File: src/rtl/ads1115_i2c_target_pkg.sv
// Shared definitions for the ADS1115-style I2C target: state encoding, pointer
// codes, register reset values and a snapshot byte selector.
package ads1115_i2c_target_pkg;

   localparam logic [3:0] ST_IDLE      = 4'd0;
   localparam logic [3:0] ST_ADDR      = 4'd1;
   localparam logic [3:0] ST_ADDR_ACK  = 4'd2;
   localparam logic [3:0] ST_PTR       = 4'd3;
   localparam logic [3:0] ST_PTR_ACK   = 4'd4;
   localparam logic [3:0] ST_WDATA     = 4'd5;
   localparam logic [3:0] ST_WDATA_ACK = 4'd6;
   localparam logic [3:0] ST_RDATA     = 4'd7;
   localparam logic [3:0] ST_RDATA_ACK = 4'd8;
   localparam logic [3:0] ST_WAIT_STOP = 4'd9;

   localparam logic [1:0] PTR_CONV = 2'd0;
   localparam logic [1:0] PTR_CFG  = 2'd1;
   localparam logic [1:0] PTR_LO   = 2'd2;
   localparam logic [1:0] PTR_HI   = 2'd3;

   localparam logic [15:0] CONV_RST = 16'h0000;
   localparam logic [15:0] CFG_RST  = 16'h8583;
   localparam logic [15:0] LO_RST   = 16'h8000;
   localparam logic [15:0] HI_RST   = 16'h7FFF;

   // sel = 0 picks the MSB, sel = 1 the LSB of a read snapshot.
   function automatic logic [7:0] snap_byte(input logic [15:0] snap, input logic sel);
      if (sel) begin
         snap_byte = snap[7:0];
      end else begin
         snap_byte = snap[15:8];
      end
   endfunction

endpackage

File: src/rtl/ads1115_i2c_target_i2c_bus_monitor.sv
// I2C line monitor: two-flop synchronisers plus a history flop per line,
// producing SCL edge strobes and START/STOP detection from synchronised levels.
module i2c_bus_monitor (
   input  logic clk,
   input  logic rst,
   input  logic scl_in,
   input  logic sda_in,
   output logic sda_lvl,
   output logic scl_rise,
   output logic scl_fall,
   output logic start_det,
   output logic stop_det
);

   logic scl_meta_r, scl_sync_r, scl_hist_r;
   logic sda_meta_r, sda_sync_r, sda_hist_r;

   // Synchroniser chains and history flops; idle bus level is high.
   always_ff @(posedge clk or posedge rst) begin
      if (rst) begin
         scl_meta_r <= 1'b1;
         scl_sync_r <= 1'b1;
         scl_hist_r <= 1'b1;
         sda_meta_r <= 1'b1;
         sda_sync_r <= 1'b1;
         sda_hist_r <= 1'b1;
      end else begin
         scl_meta_r <= scl_in;
         scl_sync_r <= scl_meta_r;
         scl_hist_r <= scl_sync_r;
         sda_meta_r <= sda_in;
         sda_sync_r <= sda_meta_r;
         sda_hist_r <= sda_sync_r;
      end
   end

   assign sda_lvl   = sda_sync_r;
   assign scl_rise  = scl_sync_r & ~scl_hist_r;
   assign scl_fall  = ~scl_sync_r & scl_hist_r;
   // SDA may only move while SCL is high for a START or STOP condition.
   assign start_det = scl_sync_r & scl_hist_r & sda_hist_r & ~sda_sync_r;
   assign stop_det  = scl_sync_r & scl_hist_r & ~sda_hist_r & sda_sync_r;

endmodule

File: src/rtl/ads1115_i2c_target.sv
// ADS1115-compatible I2C target register file (conversion, config, thresholds).
// Define ADS1115_TARGET_THRESH_EN to make pointers 2/3 real read/write registers.
module ads1115_i2c_target
   import ads1115_i2c_target_pkg::*;
#(
   parameter logic [6:0] DEV_ADDR = 7'h48
) (
   input  logic        clk,
   input  logic        rst,
   input  logic        scl_in,
   input  logic        sda_in,
   output logic        sda_oe,
   input  logic [15:0] conv_data,
   input  logic        conv_valid,
   output logic [15:0] cfg_reg,
   output logic        cfg_wr,
   output logic        os_start
);

   logic        sda_lvl_s, scl_rise_s, scl_fall_s, start_s, stop_s;
   logic [3:0]  state_r;
   logic [3:0]  bit_cnt_r;
   logic [7:0]  shift_r;
   logic        rw_r;
   logic [1:0]  ptr_r;
   logic [15:0] snap_r;
   logic        rd_sel_r;
   logic [1:0]  wbyte_r;
   logic [7:0]  msb_r;
   logic        ack_r;
   logic        sda_oe_r;
   logic [15:0] conv_r;
   logic [15:0] cfg_r;
   logic        cfg_wr_r;
   logic        os_start_r;
   logic [15:0] lo_val_s;
   logic [15:0] hi_val_s;
   logic [15:0] read_val_s;
   logic [7:0]  cur_byte_s;
   logic        rd_bit_s;
   logic        nxt_msb_s;
   logic        byte_done_s;
   logic        addr_match_s;
   logic        commit_s;
   logic [15:0] wdata_s;

   i2c_bus_monitor u_mon (
      .clk       (clk),
      .rst       (rst),
      .scl_in    (scl_in),
      .sda_in    (sda_in),
      .sda_lvl   (sda_lvl_s),
      .scl_rise  (scl_rise_s),
      .scl_fall  (scl_fall_s),
      .start_det (start_s),
      .stop_det  (stop_s)
   );

   assign byte_done_s  = scl_fall_s && (bit_cnt_r == 4'd8);
   assign addr_match_s = (shift_r[7:1] == DEV_ADDR);
   assign commit_s     = (state_r == ST_WDATA) && byte_done_s && (wbyte_r == 2'd1);
   assign wdata_s      = {msb_r, shift_r};

   // Read mux and the bit/byte currently being shifted out.
   always_comb begin
      cur_byte_s = snap_byte(snap_r, rd_sel_r);
      rd_bit_s   = cur_byte_s[3'd7 - bit_cnt_r[2:0]];
      nxt_msb_s  = rd_sel_r ? snap_r[15] : snap_r[7];
      case (ptr_r)
         PTR_CONV: read_val_s = conv_r;
         PTR_CFG:  read_val_s = cfg_r;
         PTR_LO:   read_val_s = lo_val_s;
         PTR_HI:   read_val_s = hi_val_s;
         default:  read_val_s = 16'h0000;
      endcase
   end

   // Protocol FSM; sda_oe only moves on SCL falls except on START/STOP/reset.
   always_ff @(posedge clk or posedge rst) begin
      if (rst) begin
         state_r   <= ST_IDLE;
         bit_cnt_r <= 4'd0;
         shift_r   <= 8'h00;
         rw_r      <= 1'b0;
         ptr_r     <= PTR_CONV;
         snap_r    <= 16'h0000;
         rd_sel_r  <= 1'b0;
         wbyte_r   <= 2'd0;
         msb_r     <= 8'h00;
         ack_r     <= 1'b0;
         sda_oe_r  <= 1'b0;
      end else if (start_s) begin
         state_r   <= ST_ADDR;
         bit_cnt_r <= 4'd0;
         sda_oe_r  <= 1'b0;
      end else if (stop_s) begin
         state_r   <= ST_IDLE;
         sda_oe_r  <= 1'b0;
      end else begin
         case (state_r)
            ST_ADDR, ST_PTR, ST_WDATA: begin
               if (scl_rise_s) begin
                  shift_r   <= {shift_r[6:0], sda_lvl_s};
                  bit_cnt_r <= bit_cnt_r + 4'd1;
               end else if (byte_done_s) begin
                  if (state_r == ST_ADDR) begin
                     if (addr_match_s) begin
                        state_r  <= ST_ADDR_ACK;
                        sda_oe_r <= 1'b1;
                        rw_r     <= shift_r[0];
                        rd_sel_r <= 1'b0;
                        if (shift_r[0]) begin
                           snap_r <= read_val_s;
                        end
                     end else begin
                        state_r  <= ST_WAIT_STOP;
                        sda_oe_r <= 1'b0;
                     end
                  end else if (state_r == ST_PTR) begin
                     ptr_r    <= shift_r[1:0];
                     state_r  <= ST_PTR_ACK;
                     sda_oe_r <= 1'b1;
                  end else if (wbyte_r == 2'd2) begin
                     state_r  <= ST_WAIT_STOP;
                     sda_oe_r <= 1'b0;
                  end else begin
                     state_r  <= ST_WDATA_ACK;
                     sda_oe_r <= 1'b1;
                     if (wbyte_r == 2'd0) begin
                        msb_r <= shift_r;
                     end
                  end
               end
            end
            ST_ADDR_ACK: begin
               if (scl_fall_s) begin
                  bit_cnt_r <= 4'd0;
                  if (rw_r) begin
                     state_r  <= ST_RDATA;
                     sda_oe_r <= ~snap_r[15];
                  end else begin
                     state_r  <= ST_PTR;
                     sda_oe_r <= 1'b0;
                  end
               end
            end
            ST_PTR_ACK: begin
               if (scl_fall_s) begin
                  state_r   <= ST_WDATA;
                  bit_cnt_r <= 4'd0;
                  wbyte_r   <= 2'd0;
                  sda_oe_r  <= 1'b0;
               end
            end
            ST_WDATA_ACK: begin
               if (scl_fall_s) begin
                  state_r   <= ST_WDATA;
                  bit_cnt_r <= 4'd0;
                  sda_oe_r  <= 1'b0;
                  if (wbyte_r != 2'd2) begin
                     wbyte_r <= wbyte_r + 2'd1;
                  end
               end
            end
            ST_RDATA: begin
               if (scl_rise_s) begin
                  bit_cnt_r <= bit_cnt_r + 4'd1;
               end else if (byte_done_s) begin
                  state_r  <= ST_RDATA_ACK;
                  sda_oe_r <= 1'b0;
               end else if (scl_fall_s) begin
                  sda_oe_r <= ~rd_bit_s;
               end
            end
            ST_RDATA_ACK: begin
               if (scl_rise_s) begin
                  ack_r <= ~sda_lvl_s;
               end else if (scl_fall_s) begin
                  if (ack_r) begin
                     state_r   <= ST_RDATA;
                     rd_sel_r  <= ~rd_sel_r;
                     bit_cnt_r <= 4'd0;
                     sda_oe_r  <= ~nxt_msb_s;
                  end else begin
                     state_r  <= ST_WAIT_STOP;
                     sda_oe_r <= 1'b0;
                  end
               end
            end
            ST_IDLE, ST_WAIT_STOP: begin
               sda_oe_r <= 1'b0;
            end
            default: begin
               state_r  <= ST_IDLE;
               sda_oe_r <= 1'b0;
            end
         endcase
      end
   end

   // Conversion and config registers; cfg_wr/os_start pulse right after a commit.
   always_ff @(posedge clk or posedge rst) begin
      if (rst) begin
         conv_r     <= CONV_RST;
         cfg_r      <= CFG_RST;
         cfg_wr_r   <= 1'b0;
         os_start_r <= 1'b0;
      end else begin
         cfg_wr_r   <= 1'b0;
         os_start_r <= 1'b0;
         if (conv_valid) begin
            conv_r <= conv_data;
         end
         if (commit_s && (ptr_r == PTR_CFG)) begin
            cfg_r      <= wdata_s;
            cfg_wr_r   <= 1'b1;
            os_start_r <= msb_r[7];
         end
      end
   end

`ifdef ADS1115_TARGET_THRESH_EN
   logic [15:0] lo_r;
   logic [15:0] hi_r;

   // Threshold registers, written like the config register.
   always_ff @(posedge clk or posedge rst) begin
      if (rst) begin
         lo_r <= LO_RST;
         hi_r <= HI_RST;
      end else if (commit_s) begin
         case (ptr_r)
            PTR_LO:  lo_r <= wdata_s;
            PTR_HI:  hi_r <= wdata_s;
            default: ;
         endcase
      end
   end

   assign lo_val_s = lo_r;
   assign hi_val_s = hi_r;
`else
   assign lo_val_s = 16'h0000;
   assign hi_val_s = 16'h0000;
`endif

   assign sda_oe   = sda_oe_r;
   assign cfg_reg  = cfg_r;
   assign cfg_wr   = cfg_wr_r;
   assign os_start = os_start_r;

endmodule

File: config.mk
export PLATFORM = sky130hd
export DESIGN_NAME = ads1115_i2c_target
export DESIGN_NICKNAME = d
export VERILOG_FILES = /design/src/rtl/ads1115_i2c_target_pkg.sv /design/src/rtl/ads1115_i2c_target_i2c_bus_monitor.sv /design/src/rtl/ads1115_i2c_target.sv
export SDC_FILE = /design/constraint.sdc
export NUM_CORES = 1
export LEC_CHECK = 0
export CAP_MARGIN = 20
export CORE_MARGIN = 4
export CORE_UTILIZATION = 40
export CTS_CLUSTER_DIAMETER = 60
export CTS_CLUSTER_SIZE = 40
export DETAILED_ROUTE_END_ITERATION = 16
export GPL_TIMING_DRIVEN = 1
export PLACE_DENSITY = 0.65
export SKIP_LAST_GASP = 1
export SLEW_MARGIN = 20
export SYNTH_ARGS = -nofsm -noshare
export SYNTH_HDL_FRONTEND = slang
export SYNTH_HIERARCHICAL = 1
export SYNTH_SLANG_ARGS = --single-unit
File: constraint.sdc
create_clock -name clk -period 2.69 [get_ports clk]
set_input_delay 0.538 -clock clk [delete_from_list [all_inputs] [get_ports clk]]
set_output_delay 0.538 -clock clk [all_outputs]
set_load 0.01 [all_outputs]
==> results.txt, run 1 <==
----------------------------------------------------
[Logic synthesis]
  Number of register bits inferred by synthesis ... 88
  Synthesized instance count ... 350
  Count of unique library cells instantiated by Yosys ... 57
  Net count after synthesis ... 376
  Portion of the post-synthesis area used by sequential elements ... 0.5080
  Leading register cell type out of synthesis ... dfrtp_1
  Total number of yosys warnings ... 6
  Number of enable-type register cells in the synthesized netlist ... 0
  Mean instance size in the synthesized netlist ... 12.47 um^2
  Post-synth design cell area ... 4364 um^2
  Post-synth ARST share ... 1.000

[GRT]
  Gr usage total ... 0.1536
  Wire length of the first global-routing pass ... 15570 um
  Gr busiest metal ... met2
  Met1 usage ... 0.2125
  Met3 Track Usage GR ... 0.03612
  Number of global-route vias before repair ... 2934
  Routing usage on met2 ... 0.2435
  Number of antenna violations at the first check in global routing ... 0
  Total global routing overflow ... 0
  Maximum number of pins on one net before global-route repair ... 83

[Clocking]
  Max clock buf depth ... 2
  Clk root buf ... clkbuf_8
  TritonCTS clock tree ... done
  Number of buffers inserted by post-CTS setup repair ... 0
  Clock transition time at the flip-flop clock pins of the worst setup and hold paths ... 100 ps
  Clock buffer count from CTS ... 9
  Clock latency reported for the late side of the worst-skew pair ... 360 ps
  Number of buffers added to fix hold violations after cts ... 0
  Clock net sink count ... 88
  Deepest level of the CTS H-tree ... 3
  Number of gates given a new drive strength after cts ... 0

[STA]
  Count of final max-slew check failures ... 0
  Setup TNS Final ... 0 ps
  Number of endpoints failing setup at the final stage ... 0
  Setup Skew ... 14.56 ps
  Transition time of the tightest slew-check pin ... 596.3 ps
  Hold violation count in the final report ... 0
  Post-route clock period utilization ... 0.8707
  Highest attainable clock frequency ... 427.0 MHz
  Worst slack on hold paths ... 361.7 ps
  Setup repair after global routing missed its margin ... no
  Max transition margin ... 0.6025
  Fin crit period ... 2342 ps

[Setup path]
  Kind of end point of the critical path ... register
  Arrival time reported for the critical path endpoint ... 2590 ps
  Type of the setup path with the least slack ... register to register
  RR Startpoint ... u_mon/scl_hist_r$_DFF_PP1_
  Critical Path Max Stage Delay ... 560 ps
  Crit path max fanout ... 16
  Crit path from ... u_mon/scl_hist_r$_DFF_PP1_
  Cell with the largest stage delay on the worst path ... dfstp_2
  Type of origin of the critical path ... register
  Cell Chain, Critical Path ... nor2b_1 > nand4b_4 > nand3b_1 > nor3_1 > and4_1 > buf_4 > mux2_2
  Required time of the worst setup path ... 2930 ps

[Die]
  Area of the die ... 12650 um^2
  Initial core utilization ... 0.4171
  Number of ports placed on the die boundary ... 40
  Total core area ... 10460 um^2
  Number of rows in the core area ... 37
  Die boundary height ... 112.5 um
  Die Wd ... 112.5 um

[Detailed routing]
  Violation count after the first detailed-route iteration ... 84
  Average routed wire per standard cell ... 17.37 um
  Number of iterations in the first detailed-routing pass ... 4
  Post-detailed-routing wire length ... 9188 um
  Routed vias ... 2791
  Average via count per standard cell ... 5.276
  Post-DRT Antenna Nets ... 0
  DRC errors left ... 0

[Power and ir drop]
  Post-layout total power ... 3.465 mW
  Switch Pwr ... 1.157 mW
  Switching Fraction ... 0.3339
  Power share of the clock group ... 0.289
  Power per standard cell area ... 680.1 nW/um^2
  Int Power ... 2.308 mW
  Sequential power share ... 0.487
  Worst IR Drop VDD ... 254.5 uV
  Share of power burned in combinational logic ... 0.224
  Static power due to leakage ... 2.191 nW

[Place]
  Count of buffers inserted at the top-level ports ... 39
  DP HPWL ... 6551 um
  Cell Count Post-Placement ... 513
  Last weighted congestion value of the routability-driven placer ... 0.8318

[Status]
  Status ... finished, final reports clean

[Hold path]
  Start point of the worst min-delay path ... u_mon/scl_meta_r$_DFF_PP1_
  Worst hold-check path type ... register to register

[Layout]
  Net count reported at finish ... 414
  Area growth from synthesis to layout ... 16.74%
  Filler Cell Count ... 959
  Share of post-route cells with drive strength above 1 ... 0.3053
  Final non-filler cell total ... 529
  Antenna fix cells ... 0

[Run]
  # Max-Cap Violations ... 0

----------------------------------------------------
worst max-delay path, delay by kind of cell (launching register included):
family / cells / cell delay, ps
buffers and inverters: 1 / 240
flip-flops: 1 / 560
AND/OR/NAND/NOR: 5 / 1070
multiplexers: 1 / 360
per-layer routing:
layer | up-vias | share of wire
met5 | - | 0
met4 | 0 | 0.0097
met3 | 9 | 0.031
met2 | 40 | 0.47
met1 | 1402 | 0.49
li1 | 1340 | -
stage by stage:
stage,setup WS (ps),util,cell area (um^2)
after global routing,195.7,0.4870,5095
after floorplan,53.49,-,4364
after global placement,363.9,0.4660,4876
after CTS,339.3,0.4870,5095
final,347.9,0.4870,5095
after detailed placement,382.1,0.4660,4876
cell type report:
| class | instances | area, um^2 | share of cell area |
|---|---|---|---|
| flip-flops and latches | 88 | 2217 | 0.4352 |
| multi-input cells | 227 | 1957 | 0.3841 |
| repair buffers | 50 | 485.5 | 0.09528 |
| well taps | 136 | 170.2 | 0.03340 |
| clock buffers | 9 | 123.9 | 0.02431 |
| clock inverters | 7 | 95.09 | 0.01866 |
| inverters | 12 | 46.29 | 0.009086 |
worst paths after layout:
kind	endpoint	cells after the start	slack, ps
setup / recovery	snap_r[4]$_DFFE_PP0P_	7	350
hold / removal	u_mon/scl_sync_r$_DFF_PP1_	0	360
setup reg to reg	snap_r[4]$_DFFE_PP0P_	7	350
hold reg to reg	u_mon/scl_sync_r$_DFF_PP1_	0	360
max in group asynchronous	cfg_reg[7]$_DFFE_PP1N_	3	1700
min in group asynchronous	ack_r$_DFFE_PP0P_	3	570
power by group through the flow:
stage | registers [mW] | clock network (mW) | logic (mW)
6_report | 1.69 | 1.00 | 0.775
5_1_grt | 1.72 | 1.10 | 0.857
4_1_cts | 1.69 | 1.03 | 0.777
3_5_place_dp | 1.71 | 0 | 0.772
3_3_place_gp | 1.71 | 0 | 0.764
2_1_floorplan | 1.58 | 0 | 0.700
cell usage after synthesis, types with 2 or more instances:
master | count | share of area
a41oi_1 | 2 | 0.0040
o2111ai_1 | 2 | 0.0040
nor4b_1 | 4 | 0.0080
nand4_1 | 2 | 0.0029
nand4b_1 | 2 | 0.0040
a31oi_1 | 2 | 0.0029
dfrtp_1 | 76 | 0.44
ha_1 | 5 | 0.014
buf_2 | 9 | 0.010
nor2b_1 | 9 | 0.013
a21oi_1 | 9 | 0.010
and3_1 | 3 | 0.0043
o21ai_0 | 8 | 0.0092
clkbuf_1 | 6 | 0.0052
buf_4 | 3 | 0.0052
mux2_2 | 71 | 0.18
nor2_1 | 25 | 0.022
xnor2_1 | 2 | 0.0040
mux2i_1 | 25 | 0.057
mux4_2 | 2 | 0.010
nand3_1 | 6 | 0.0069
inv_1 | 12 | 0.010
a22o_1 | 4 | 0.0080
a21o_1 | 2 | 0.0034
nor3_1 | 3 | 0.0034
and4b_1 | 2 | 0.0046
dfstp_2 | 12 | 0.072
nand2_1 | 9 | 0.0077
and2_1 | 3 | 0.0043
o22ai_1 | 3 | 0.0043
kinds of logic after synthesis:
logic type                 after synthesis  share of synthesized area
muxes                                   98                     0.2509
DFF                                     88                     0.5080
and+or+nand+nor                         79                     0.1104
AOI/OAI and AO/OA                       42                    0.06652
buffers and inverters                   35                    0.04357
adders and majority gates                6                    0.01663
xor gates and xnor gates                 2                   0.004014
layout by cell type (no fill, tap or decap), drive strengths merged, types with 4 or more instances in the layout:
| cell type | count |
|---|---|
| nor2b | 9 |
| nor4b | 5 |
| a21oi | 9 |
| nand3 | 6 |
| clkbuf | 9 |
| mux2i | 25 |
| clkdlybuf4s50 | 39 |
| mux2 | 71 |
| nand2 | 9 |
| dfrtp | 76 |
| dfstp | 12 |
| a22o | 4 |
| nor2 | 25 |
| buf | 11 |
| ha | 5 |
| o21ai | 8 |
| inv | 16 |
Note: power is estimated with default switching activity, not from simulation.
==> inputs of run 2 (changes only) <==
--- a/config.mk
+++ b/config.mk
@@ -8,10 +8,10 @@
 export CAP_MARGIN = 20
 export CORE_MARGIN = 4
 export CORE_UTILIZATION = 40
-export CTS_CLUSTER_DIAMETER = 60
+export CTS_CLUSTER_DIAMETER = 80
 export CTS_CLUSTER_SIZE = 40
 export DETAILED_ROUTE_END_ITERATION = 16
-export GPL_TIMING_DRIVEN = 1
+export GPL_TIMING_DRIVEN = 0
 export PLACE_DENSITY = 0.65
 export SKIP_LAST_GASP = 1
 export SLEW_MARGIN = 20
==> run 2 against run 1 <==
Die area unchanged. Setup slack worse by 180 ps. Maximum frequency down 7.3%. Count of clock-buffer cells in the layout unchanged. Sequential share of layout area down 0.43 points. Register-to-register slack worse by 180 ps. Non-clock buffer count up 12. Global-route usage up 0.75 points. Worst hold slack worse by 2.2 ps. Clock power down 6%.
==> results.txt, run 2 (synthesis gave the netlist of run 1 again) <==
----------------------------------------------------
[Setup path]
  Critical Path Most Common Cell ... buf_4
  Number of cells on the critical path ... 6 (was 7)
  R2R depth ... 6 (was 7)
  Cell Chain, Critical Path ... nor2b_1 > buf_4 > nand4b_4 > nor4_4 > buf_4 > mux2_2 (was nor2b_1 > nand4b_4 > nand3b_1 > nor3_1 > and4_1 > buf_4 > mux2_2)
  Crit path max fanout ... 10 (was 16)
  RR Startpoint ... u_mon/scl_hist_r$_DFF_PP1_ (unchanged)
  Cell with the largest stage delay on the worst path ... nor4_4 (was dfstp_2)
  Arrival time reported for the critical path endpoint ... 2770 ps (was 2590 ps)
  Worst setup path end ... cfg_reg[3]$_DFFE_PP0N_ (was snap_r[4]$_DFFE_PP0P_)
  Worst path top cell family by delay ... simple AND/OR/NAND/NOR gates (unchanged)
  Type of origin of the critical path ... register (unchanged)
  Flop-to-flop setup slack ... 160 ps (was 350 ps)
  Type of the setup path with the least slack ... register to register (unchanged)
  Required time of the worst setup path ... 2940 ps (was 2930 ps)
  Endpoint of the most critical register-to-register path ... cfg_reg[3]$_DFFE_PP0N_ (was snap_r[4]$_DFFE_PP0P_)
  Kind of end point of the critical path ... register (unchanged)
  Number of buffers and inverters on the critical path ... 2 (was 1)
  Crit path from ... u_mon/scl_hist_r$_DFF_PP1_ (unchanged)
  Critical Path Max Stage Delay ... 690 ps (was 560 ps)

[Place]
  DP HPWL ... 6968 um (was 6551 um)
  Count of buffers inserted at the top-level ports ... 38 (was 39)
  Last weighted congestion value of the routability-driven placer ... 0.8716 (was 0.8318)

[Clocking]
  Deepest level of the CTS H-tree ... 3 (unchanged)
  Clock transition time at the flip-flop clock pins of the worst setup and hold paths ... 90 ps (was 100 ps)
  Clock net sink count ... 88 (unchanged)
  Clock latency reported for the late side of the worst-skew pair ... 360 ps (about the same)
  Number of gates given a new drive strength after cts ... 0 (unchanged)
  Clk root buf ... clkbuf_8 (unchanged)
  Number of buffers inserted by post-CTS setup repair ... 0 (unchanged)
  Clock buffer count from CTS ... 9 (unchanged)
  Max clock buf depth ... 2 (unchanged)
  TritonCTS clock tree ... done (unchanged)
  Number of buffers added to fix hold violations after cts ... 0 (unchanged)

[Detailed routing]
  Average routed wire per standard cell ... 17.67 um (was 17.37 um)
  Routed vias ... 2916 (was 2791)
  DRC errors left ... 0 (unchanged)
  Violation count after the first detailed-route iteration ... 136 (was 84)
  Post-detailed-routing wire length ... 9557 um (was 9188 um)
  Number of iterations in the first detailed-routing pass ... 4 (unchanged)
  Post-DRT Antenna Nets ... 0 (unchanged)
  Average via count per standard cell ... 5.390 (was 5.276)

[STA]
  Highest attainable clock frequency ... 395.8 MHz (was 427.0 MHz)
  Hold violation count in the final report ... 0 (unchanged)
  Max transition margin ... 0.3979 (was 0.6025)
  Fin crit period ... 2526 ps (was 2342 ps)
  Post-route clock period utilization ... 0.9392 (was 0.8707)
  Transition time of the tightest slew-check pin ... 890.6 ps (was 596.3 ps)
  Setup TNS Final ... 0 ps (unchanged)
  Setup repair after global routing missed its margin ... no (unchanged)
  Number of endpoints failing setup at the final stage ... 0 (unchanged)
  Count of final max-slew check failures ... 0 (unchanged)
  Setup Skew ... 11.77 ps (was 14.56 ps)
  Worst slack on hold paths ... 359.5 ps (was 361.7 ps)

[Hold path]
  Hold Path Depth ... 0 (unchanged)
  Worst hold-check path type ... register to register (unchanged)

[Layout]
  Net count reported at finish ... 426 (was 414)
  Share of post-route cells with drive strength above 1 ... 0.3111 (was 0.3053)
  Commonest cells after routing, fill and taps aside ... 76 x dfrtp_1, 71 x mux2_2, 38 x clkdlybuf4s50_1 (was 76 x dfrtp_1, 71 x mux2_2, 39 x clkdlybuf4s50_1)
  Most common cell after layout, fill and taps aside ... dfrtp_1 (unchanged)
  Area growth from synthesis to layout ... 17.92% (was 16.74%)
  Antenna fix cells ... 0 (unchanged)

[GRT]
  Maximum number of pins on one net before global-route repair ... 61 (was 83)
  Number of antenna violations at the first check in global routing ... 0 (unchanged)
  Total global routing overflow ... 0 (unchanged)
  Wire length of the first global-routing pass ... 16320 um (was 15570 um)
  Gr busiest metal ... met2 (unchanged)
  Gr usage total ... 0.1612 (was 0.1536)
  Routing usage on met2 ... 0.2614 (was 0.2435)
  Met1 usage ... 0.2179 (was 0.2125)
  Met3 Track Usage GR ... 0.02695 (was 0.03612)
  Number of global-route vias before repair ... 3129 (was 2934)

[Power and ir drop]
  Static power due to leakage ... 2.224 nW (was 2.191 nW)
  Power per standard cell area ... 671.5 nW/um^2 (was 680.1 nW/um^2)
  Worst IR Drop VDD ... 254.8 uV (was 254.5 uV)

[Die]
  Area of the die ... 12650 um^2 (unchanged)
  Number of ports placed on the die boundary ... 40 (unchanged)
  Number of rows in the core area ... 37 (unchanged)
  Initial core utilization ... 0.4171 (unchanged)
  Die Wd ... 112.5 um (unchanged)
  Total core area ... 10460 um^2 (unchanged)
  Die boundary height ... 112.5 um (unchanged)

[Run]
  # Max-Cap Violations ... 0 (unchanged)

[Status]
  Status ... finished, final reports clean (unchanged)

----------------------------------------------------
[run 2: worst register-to-register path, cell delays in order, from the launching register on]
cell	delay [ps]
dfstp_2	550
nor2b_1	130
buf_4	170
nand4b_4	180
nor4_4	690
buf_4	340
mux2_2	360
[run 2: cell type report]
type	instances	area, um^2
fill	1001	5316
multi-input combinational	227	1957
clock inverter	7	77.57
sequential	88	2217
timing repair buffer	39	407.9
inverter	12	47.55
clock buffer	9	123.9
tap	136	170.2
buffer	23	145.1
[run 2: power by group]
part | leakage, nW | switching, mW | total (mW) | internal (mW)
registers | 1.13 | 0.147 | 1.61 | 1.46
clock network | 0.100 | 0.502 | 0.940 | 0.438
logic | 0.990 | 0.489 | 0.910 | 0.421
total | 2.22 | 1.14 | 3.46 | 2.32
[run 2: worst min path at each step]
stage / startpoint / to / slack (ps)
finish: u_mon/sda_meta_r$_DFF_PP1_ / u_mon/sda_lvl$_DFF_PP1_ / 360
global route: u_mon/scl_meta_r$_DFF_PP1_ / u_mon/scl_sync_r$_DFF_PP1_ / 360
CTS: u_mon/sda_meta_r$_DFF_PP1_ / u_mon/sda_lvl$_DFF_PP1_ / 360
detailed placement: u_mon/sda_meta_r$_DFF_PP1_ / u_mon/sda_lvl$_DFF_PP1_ / 350
global placement: u_mon/scl_meta_r$_DFF_PP1_ / u_mon/scl_sync_r$_DFF_PP1_ / 350
floorplan: u_mon/scl_meta_r$_DFF_PP1_ / u_mon/scl_sync_r$_DFF_PP1_ / 350
[run 2: layer usage]
layer | routed length (um) | vias to the layer above
li1 | - | 1362
met1 | 4378 | 1472
met2 | 4644 | 70
met3 | 387 | 12
met4 | 146 | 0
met5 | 0 | -
[run 2: through the flow]
stage            util  total power [mW]  instance area (um^2)  cells  setup slack (ps)
2_1_floorplan       -             2.277                  4364    350             53.49
3_3_place_gp   0.4697             2.503                  4915    524             -1284
6_report       0.4919             3.456                  5146    541             163.5
3_5_place_dp   0.4726             2.529                  4945    525             141.1
4_1_cts        0.4919             3.480                  5146    541             117.8
5_1_grt        0.4919             3.656                  5146    541             24.92
==> inputs of run 3 (changes only) <==
--- a/config.mk
+++ b/config.mk
@@ -6,7 +6,7 @@
 export NUM_CORES = 1
 export LEC_CHECK = 0
 export CAP_MARGIN = 20
-export CORE_MARGIN = 4
+export CORE_MARGIN = 2
 export CORE_UTILIZATION = 40
 export CTS_CLUSTER_DIAMETER = 80
 export CTS_CLUSTER_SIZE = 40
==> run 3 against run 2 <==
Critical endpoint is now snap_r[2]$_DFFE_PP0P_. Clock skew up 5.4 ps. Register-to-register slack better by 40 ps. Setup slack better by 45 ps. Sequential power about the same. Final area down 0.46%. Power down 2.6%. Critical path depth up 3.
==> results.txt, run 3 (synthesis gave the netlist of run 1 again) <==
----------------------------------------------------
[GRT]
  Total global routing overflow ... 0 (unchanged)
  Number of global-route vias before repair ... 2953 (was 3129)
  Wire length of the first global-routing pass ... 15440 um (was 16320 um)
  Maximum number of pins on one net before global-route repair ... 48 (was 61)
  Gr usage total ... 0.1712 (was 0.1612)
  Number of antenna violations at the first check in global routing ... 0 (unchanged)

[Die]
  Initial core utilization ... 0.4061 (was 0.4171)
  Total core area ... 10750 um^2 (was 10460 um^2)
  Number of rows in the core area ... 38 (was 37)
  Die Wd ... 108.5 um (was 112.5 um)
  Area of the die ... 11760 um^2 (was 12650 um^2)
  Die boundary height ... 108.5 um (was 112.5 um)
  Number of ports placed on the die boundary ... 40 (unchanged)

[Hold path]
  Start point of the worst min-delay path ... u_mon/scl_meta_r$_DFF_PP1_ (was u_mon/sda_meta_r$_DFF_PP1_)
  Worst hold-check path type ... register to register (unchanged)

[Clocking]
  Clock buffer count from CTS ... 9 (unchanged)
  Max clock buf depth ... 2 (unchanged)
  TritonCTS clock tree ... done (unchanged)
  Number of gates given a new drive strength after cts ... 0 (unchanged)
  Clock net sink count ... 88 (unchanged)
  Clock transition time at the flip-flop clock pins of the worst setup and hold paths ... 90 ps (about the same)
  Number of buffers added to fix hold violations after cts ... 0 (unchanged)
  Number of buffers inserted by post-CTS setup repair ... 0 (unchanged)
  Clock latency reported for the late side of the worst-skew pair ... 370 ps (was 360 ps)
  Clk root buf ... clkbuf_8 (unchanged)
  Deepest level of the CTS H-tree ... 3 (unchanged)

[Detailed routing]
  Violation count after the first detailed-route iteration ... 87 (was 136)
  Number of iterations in the first detailed-routing pass ... 5 (was 4)
  Post-detailed-routing wire length ... 9224 um (was 9557 um)
  Average routed wire per standard cell ... 16.92 um (was 17.67 um)
  Routed vias ... 2935 (was 2916)
  DRC errors left ... 0 (unchanged)
  Post-DRT Antenna Nets ... 0 (unchanged)
  Average via count per standard cell ... 5.385 (was 5.390)

[Layout]
  Commonest cells after routing, fill and taps aside ... 76 x dfrtp_1, 71 x mux2_2, 38 x clkdlybuf4s50_1 (unchanged)
  Most common cell after layout, fill and taps aside ... dfrtp_1 (unchanged)
  Share of post-route cells with drive strength above 1 ... 0.3111 (unchanged)
  Final non-filler cell total ... 545 (was 541)
  Filler Cell Count ... 1003 (was 1001)
  Antenna fix cells ... 0 (unchanged)
  Net count reported at finish ... 426 (unchanged)
  Final core utilization ... 0.4767 (was 0.4919)
  Area growth from synthesis to layout ... 17.37% (was 17.92%)

[Setup path]
  Type of origin of the critical path ... register (unchanged)
  RR Startpoint ... u_mon/scl_hist_r$_DFF_PP1_ (unchanged)
  Crit path max fanout ... 10 (unchanged)
  Type of the setup path with the least slack ... register to register (unchanged)
  Kind of end point of the critical path ... register (unchanged)
  Critical Path Most Common Cell ... buf_4 (unchanged)
  Crit path from ... u_mon/scl_hist_r$_DFF_PP1_ (unchanged)
  Endpoint of the most critical register-to-register path ... snap_r[2]$_DFFE_PP0P_ (was cfg_reg[3]$_DFFE_PP0N_)
  Worst setup path end ... snap_r[2]$_DFFE_PP0P_ (was cfg_reg[3]$_DFFE_PP0N_)
  Required time of the worst setup path ... 2940 ps (about the same)
  R2R depth ... 9 (was 6)
  Cell with the largest stage delay on the worst path ... dfstp_2 (was nor4_4)
  Critical Path Max Stage Delay ... 550 ps (was 690 ps)
  Cell Chain, Critical Path ... nor2b_1 > buf_4 > nand4b_4 > nand3b_1 > nor3_1 > and4_1 > buf_4 > buf_8 > mux2_2 (was nor2b_1 > buf_4 > nand4b_4 > nor4_4 > buf_4 > mux2_2)
  Arrival time reported for the critical path endpoint ... 2730 ps (was 2770 ps)
  Flop-to-flop setup slack ... 210 ps (was 160 ps)

[STA]
  Transition time of the tightest slew-check pin ... 902.7 ps (was 890.6 ps)
  Post-route clock period utilization ... 0.9226 (was 0.9392)
  Setup repair after global routing missed its margin ... no (unchanged)
  Number of endpoints failing setup at the final stage ... 0 (unchanged)
  Fin crit period ... 2482 ps (was 2526 ps)
  Count of final max-slew check failures ... 0 (unchanged)
  Hold violation count in the final report ... 0 (unchanged)
  Worst slack on hold paths ... 359.0 ps (was 359.5 ps)
  Setup Skew ... 17.18 ps (was 11.77 ps)
  Highest attainable clock frequency ... 402.9 MHz (was 395.8 MHz)
  Max transition margin ... 0.3897 (was 0.3979)

[Power and ir drop]
  Power per standard cell area ... 657.4 nW/um^2 (was 671.5 nW/um^2)
  Worst IR Drop VDD ... 300.0 uV (was 254.8 uV)
  Static power due to leakage ... 2.209 nW (was 2.224 nW)
  Post-layout total power ... 3.367 mW (was 3.456 mW)

[Status]
  Status ... finished, final reports clean (unchanged)

[Place]
  Last weighted congestion value of the routability-driven placer ... 0.8453 (was 0.8716)
  Cell Count Post-Placement ... 529 (was 525)
  Count of buffers inserted at the top-level ports ... 38 (unchanged)
  DP HPWL ... 6603 um (was 6968 um)

[Run]
  # Max-Cap Violations ... 0 (unchanged)

----------------------------------------------------
run 3: worst min path at each step:
stage,depth (start not counted),slack [ps],end
detailed placement,0,350,u_mon/sda_lvl$_DFF_PP1_
floorplan,0,350,u_mon/scl_sync_r$_DFF_PP1_
global placement,0,350,u_mon/scl_sync_r$_DFF_PP1_
finish,0,360,u_mon/scl_sync_r$_DFF_PP1_
CTS,0,360,u_mon/sda_lvl$_DFF_PP1_
global route,0,360,u_mon/sda_lvl$_DFF_PP1_
run 3: area by class of cell:
class	count	area, um^2	area share
inverters	12	47.55	0.009282
plain buffers	23	145.1	0.02833
multi-input cells	227	1957	0.3820
repair buffers	39	400.4	0.07816
clock inverters	6	42.54	0.008305
well taps	140	175.2	0.03420
flip-flops and latches	88	2217	0.4328
clock buffers	10	137.6	0.02687
run 3: critical path: cells and delay by family, from the launching register on:
family                 cells  cell delay (ps)
buffers and inverters      3              510
AND/OR/NAND/NOR            5              980
multiplexers               1              340
flip-flops                 1              550
run 3: power by group:
part / total (mW) / internal [mW] / switching (mW) / leakage (nW)
Combinational: 0.901 / 0.419 / 0.482 / 0.987
Sequential: 1.60 / 1.46 / 0.145 / 1.13
Clock: 0.862 / 0.363 / 0.499 / 0.0887
Total: 3.37 / 2.24 / 1.13 / 2.21
run 3: per-stage QoR:
stage	setup TNS (ps)	setup WS [ps]	instance area, um^2
floorplan	0	53.49	4364
detailed placement	0	212.1	4942
CTS	0	198.4	5122
global placement	-103050	-1319	4920
global route	0	62.80	5122
finish	0	208.2	5122
run 3: metal layers:
layer	part of all wire	track usage	vias to the layer above
li1	-	-	1368
met1	0.48	0.2421	1493
met2	0.47	0.2612	59
met3	0.033	0.03737	15
met4	0.016	0.05678	0
met5	0	0	-
